===== src/rtl/sub_box_arbiter.sv =====
// sub_box_arbiter
//
// Time-shares a single 32-bit SubBox between the round datapath and the key
// schedule.
// - Round datapath: a 128-bit SubBytes, done one word per cycle over four cycles.
// - Key schedule: a 32-bit SubWord, done in one cycle.
// Each cycle exactly one requester (or nobody) owns the S-box slot.
//
// Parameters:
//   KEY_PRIORITY  1: a pending key word takes the slot ahead of remaining state words
//                 0: a pending key word waits until no state block is in flight
//
// Ports:
//   clk        system clock
//   reset      synchronous, active-high reset
//   st_valid   state request valid
//   st_ready   state request can be accepted
//   st_in      128-bit state; word i = bits [127-32i : 96-32i]
//   st_out     substituted state, same word order; holds until next completion
//   st_done    one-cycle pulse, st_out valid
//   key_valid  key-word request valid
//   key_ready  key request can be accepted
//   key_in     32-bit word to substitute
//   key_out    substituted word; holds until next completion
//   key_done   one-cycle pulse, key_out valid
//   sbox_in    drives SubBox.beforeSub
//   sbox_out   from SubBox.afterSub (combinational)

module sub_box_arbiter #(
    parameter bit KEY_PRIORITY = 1'b1
) (
    input  logic         clk,
    input  logic         reset,
    input  logic         st_valid,
    output logic         st_ready,
    input  logic [127:0] st_in,
    output logic [127:0] st_out,
    output logic         st_done,
    input  logic         key_valid,
    output logic         key_ready,
    input  logic [31:0]  key_in,
    output logic [31:0]  key_out,
    output logic         key_done,
    output logic [31:0]  sbox_in,
    input  logic [31:0]  sbox_out
);

    typedef enum logic [1:0] {
        SlotIdle,
        SlotKey,
        SlotState
    } slot_e;

    slot_e slot;

    logic [127:0] st_buf_q, st_buf_d;
    logic [127:0] st_acc_q, st_acc_d;
    logic [127:0] st_out_q, st_out_d;
    logic         st_busy_q, st_busy_d;
    logic [1:0]   idx_q, idx_d;
    logic         st_done_q, st_done_d;

    logic [31:0]  key_buf_q, key_buf_d;
    logic [31:0]  key_out_q, key_out_d;
    logic         key_pend_q, key_pend_d;
    logic         key_done_q, key_done_d;

    logic [31:0]  st_word;
    logic         st_take;
    logic         key_take;

    // Readiness is masked by reset so nothing is accepted in a reset cycle.
    assign st_ready  = !st_busy_q && !reset;
    assign key_ready = !key_pend_q && !reset;
    assign st_take   = st_valid && st_ready;
    assign key_take  = key_valid && key_ready;

    assign st_out   = st_out_q;
    assign st_done  = st_done_q;
    assign key_out  = key_out_q;
    assign key_done = key_done_q;

    // Slot grant and S-box input select.
    always_comb begin
        slot = SlotIdle;
        if (key_pend_q && (KEY_PRIORITY || !st_busy_q)) begin
            slot = SlotKey;
        end else if (st_busy_q) begin
            slot = SlotState;
        end

        st_word = 32'h0;
        unique case (idx_q)
            2'd0: st_word = st_buf_q[127:96];
            2'd1: st_word = st_buf_q[95:64];
            2'd2: st_word = st_buf_q[63:32];
            2'd3: st_word = st_buf_q[31:0];
            default: st_word = 32'h0;
        endcase

        sbox_in = 32'h0;
        unique case (slot)
            SlotKey:   sbox_in = key_buf_q;
            SlotState: sbox_in = st_word;
            default:   sbox_in = 32'h0;
        endcase
    end

    // Next-state logic. An accept and a slot for the same requester can never
    // coincide (accept needs the requester idle, a slot needs it busy), so the
    // two sections below never fight over a register.
    always_comb begin
        st_buf_d   = st_buf_q;
        st_acc_d   = st_acc_q;
        st_out_d   = st_out_q;
        st_busy_d  = st_busy_q;
        idx_d      = idx_q;
        st_done_d  = 1'b0;
        key_buf_d  = key_buf_q;
        key_out_d  = key_out_q;
        key_pend_d = key_pend_q;
        key_done_d = 1'b0;

        if (st_take) begin
            st_buf_d  = st_in;
            st_busy_d = 1'b1;
            idx_d     = 2'd0;
        end

        if (key_take) begin
            key_buf_d  = key_in;
            key_pend_d = 1'b1;
        end

        unique case (slot)
            SlotKey: begin
                // A preempted state block keeps idx and st_acc, resuming later.
                key_out_d  = sbox_out;
                key_done_d = 1'b1;
                key_pend_d = 1'b0;
            end
            SlotState: begin
                unique case (idx_q)
                    2'd0: st_acc_d[127:96] = sbox_out;
                    2'd1: st_acc_d[95:64]  = sbox_out;
                    2'd2: st_acc_d[63:32]  = sbox_out;
                    2'd3: st_acc_d[31:0]   = sbox_out;
                    default: st_acc_d = st_acc_q;
                endcase
                if (idx_q == 2'd3) begin
                    // Last word bypasses st_acc so st_out only ever sees whole blocks.
                    st_out_d  = {st_acc_q[127:32], sbox_out};
                    st_done_d = 1'b1;
                    st_busy_d = 1'b0;
                    idx_d     = 2'd0;
                end else begin
                    idx_d = idx_q + 2'd1;
                end
            end
            default: begin
            end
        endcase
    end

    always_ff @(posedge clk) begin
        if (reset) begin
            st_buf_q   <= 128'h0;
            st_acc_q   <= 128'h0;
            st_out_q   <= 128'h0;
            st_busy_q  <= 1'b0;
            idx_q      <= 2'd0;
            st_done_q  <= 1'b0;
            key_buf_q  <= 32'h0;
            key_out_q  <= 32'h0;
            key_pend_q <= 1'b0;
            key_done_q <= 1'b0;
        end else begin
            st_buf_q   <= st_buf_d;
            st_acc_q   <= st_acc_d;
            st_out_q   <= st_out_d;
            st_busy_q  <= st_busy_d;
            idx_q      <= idx_d;
            st_done_q  <= st_done_d;
            key_buf_q  <= key_buf_d;
            key_out_q  <= key_out_d;
            key_pend_q <= key_pend_d;
            key_done_q <= key_done_d;
        end
    end

endmodule

===== config.mk =====
export PLATFORM = sky130hd
export DESIGN_NAME = sub_box_arbiter
export DESIGN_NICKNAME = d
export VERILOG_FILES = /design/src/rtl/sub_box_arbiter.sv
export SDC_FILE = /design/constraint.sdc
export NUM_CORES = 1
export LEC_CHECK = 0
export CAP_MARGIN = 20
export CORE_UTILIZATION = 53
export CTS_CLUSTER_SIZE = 40
export DETAILED_ROUTE_END_ITERATION = 16
export PLACE_DENSITY_LB_ADDON = 0.3
export SYNTH_ARGS = -nofsm -noshare
export SYNTH_HDL_FRONTEND = slang
export SYNTH_SLANG_ARGS = --single-unit

===== constraint.sdc =====
create_clock -name clk -period 3.7 [get_ports clk]
set_input_delay 1.11 -clock clk [delete_from_list [all_inputs] [get_ports clk]]
set_output_delay 1.11 -clock clk [all_outputs]
set_load 0.02 [all_outputs]

==> reports/qor.yml <==
post_dp_cell_area_um2: 19700
synth_area_um2: 15600
fin_cells: 2425
drt_iter0_drc: 1263
fin_nets: 2206
antenna_found_initial: 4
cts.sinks: 422
maxCapViolCount: 0
grt_pass1_wl_mm: 70.1
period_needed_ns: 3.60
grt_pass1_vias: 12800
synth.most_common_cell: "dfxtp_1"
ys_types: 30
path_buf_inv: 3
vias: 13400
synth_nets: 1885
wl_mm: 44.7
async_flop_share_pct: 0
grt_overflow: 0
synth.top_cell.area_share_pct: 54.2
tightest_slew_ns: 1.05
post-route-cell-area_um2: 21200
post-dp-hpwl_mm: 29.0
crit_required_ns: 2.59
io_buffers: 391
n_fill_cell: 2098
drive_above_1_share_pct: 5.59
cts-buffers-inserted: 42
status: "finished clean"
coreArea_um2: 28800
ys_seq_area_share_pct: 54.2
dp_cells: 2346
crit_chain: "inv_1, ha_1, buf_6, a222oi_1, mux2i_1, a22o_1, dlygate4sd2_1"
crit_path_end_kind: "output port"
grt_start_max_net_pins: 130
crit_type: "flip-flop to output port"
path_max_fanout: 21
synthTopCellsByArea: "dfxtp_1 54%, a22o_1 9.0%, nand2_1 8.5%"
fp.dieH_um: 173
cp_top_family: "compound AO/OA/AOI/OAI gates"
synth_top_area_cell: "dfxtp_1"
cp-start-kind: "flip-flop"
rows: 62
die-area_um2: 30100
slowest_stage: "a222oi_1"
clk_pin_slew_ns: 0.06
clock_skew_ns: 0.0154
synth_common_cells: "422 x dfxtp_1, 353 x nand2_1, 161 x nand2b_1, 160 x a22o_1, 122 x o21ai_0"
syn_to_final_growth_pct: 35.8
slowest_delay_ns: 0.41
hold_buffers: 0
avgSynthCellArea_um2: 9.25
clockRootBuffer: "clkbuf_16"
avgRoutedWirePerCell_um: 18.4
drt_pass1_iterations: 8
viasPerCell: 5.53
max_freq_ghz: 0.277
peakVddDrop_v: 0.000332
track_usage_pct: 28.9
drc_errors: 0
synth_cells: 1685
cp.arrival_ns: 2.49
final-hold-violation-count: 0
io_pins: 392
h-tree-depth: 2
power_leakage_nw: 7.97
clock_latency_ns: 0.54
ctsLongestPathBuffers: 3
finalMaxSlewViolations: 0
ys_warn_count: 0
hold_class: "flip-flop to flip-flop"
relSlewSlack_pct: 29.7
cts_tree: "built"
synth_flop_cell: "dfxtp_1"
fin_crit_sh_pct: 97.4
seqCellArea_um2: 8450
postRouteAntennaNets: 0
die_w_um: 173
setup_violations: 0
power_density_nw_per_um2: 485
gp_congestion: 0.892
synth_edf_count: 0
multi_input_area_um2: 6350
start_util_pct: 54.2
ys_ff_latch: 422
[cell usage in the layout, fill, tap and decap left out, types with 6 or more instances in the layout]
cell and n:
nand2b_1 161, mux2i_1 64, nand2_1 353, a222oi_1 32, clkbuf_8 11, o21ai_1 38
a21oi_1 97, o21ai_0 122, dlygate4sd2_1 32, bufinv_16 6, buf_12 10, nor2_1 35
clkbuf_16 43, clkinv_2 9, buf_4 20, dfxtp_1 419, clkdlybuf4s50_1 358, a22o_1 160
inv_1 34
[repair_timing]
action / 4_1_cts / 5_1_grt
endpoints found under the setup margin: 32 / 24
pin swaps: 1 / 1
resized for setup: 33 / 4
hold endpoints to repair: 0 / 0
buffers inserted: 0 / 0
[routing by layer]
layer | track usage [%] | up-vias | routed length, µm
li1 | - | 6388 | -
met4 | 9.85 | 4 | 1260
met3 | 5.79 | 95 | 3590
met1 | 37.1 | 6379 | 18400
met5 | 0 | - | 26
met2 | 48.3 | 547 | 21400
[power by group]
part / internal, mW / switching, mW / total (mW) / leakage, nW
Sequential: 4.72 / 0.109 / 4.83 / 3.44
Clock: 2.75 / 1.77 / 4.52 / 0.742
Combinational: 0.444 / 0.478 / 0.922 / 3.79
[final timing paths]
kind	startpoint	end	slack [ns]	depth (start not counted)
worst max-delay path	idx_q[1]	sbox_in[25]	0.1	7
worst min-delay path	st_acc_q[103]	st_acc_q[103]	0.45	2
worst max register to register	idx_q[0]	st_acc_q[101]	1.42	7
worst min register to register	st_acc_q[103]	st_acc_q[103]	0.45	2
[registers in the layout, indices dropped and copies added (netlist names), 2 cells and up]
name       flops
st_buf_q     128
st_out       128
st_acc_q      96
key_buf_q     32
key_out       32
idx_q          2
[area by class of cell]
type	count	share of cell area, %
timing repair buffer	423	20.1
inverter	34	0.603
clock buffer	58	5.82
multi-input combinational	1083	30.0
sequential	422	39.9
clock inverter	18	1.25
antenna	3	0.0355
tap	384	2.27
[kinds of logic (layout without fill, tap and decap cells)]
kind of cell	Yosys count	count (layout)	synth area share, %
compound gates	452	452	19.4
fa+ha+maj	4	4	0.321
buf+inv	180	533	5.33
flops	422	422	54.2
mux	64	64	4.11
other cells	0	3	0
simple gates	563	563	16.6
[worst register-to-register path, cell delays in order, from the launching register on]
cell	delay [ns]
dfxtp_2	0.34
inv_1	0.12
ha_4	0.28
buf_12	0.20
and3b_1	0.63
buf_4	0.38
nand2_1	0.09
a21oi_1	0.14
[through the flow]
step                      setup TNS (ns)  total power [mW]  util (%)  setup WS, ns  hold slack [ns]
after floorplan                        0              5.37         -         0.556            0.436
after global placement                 0              5.83      68.4         0.456            0.441
after detailed placement               0              5.85      68.4         0.411            0.446
after CTS                              0              10.3      73.5        0.0261            0.455
after global routing            -0.00849              10.6      73.5      -0.00849            0.467
final                                  0              10.3      73.5        0.0950            0.454
Power figures use the tool's default switching activity.
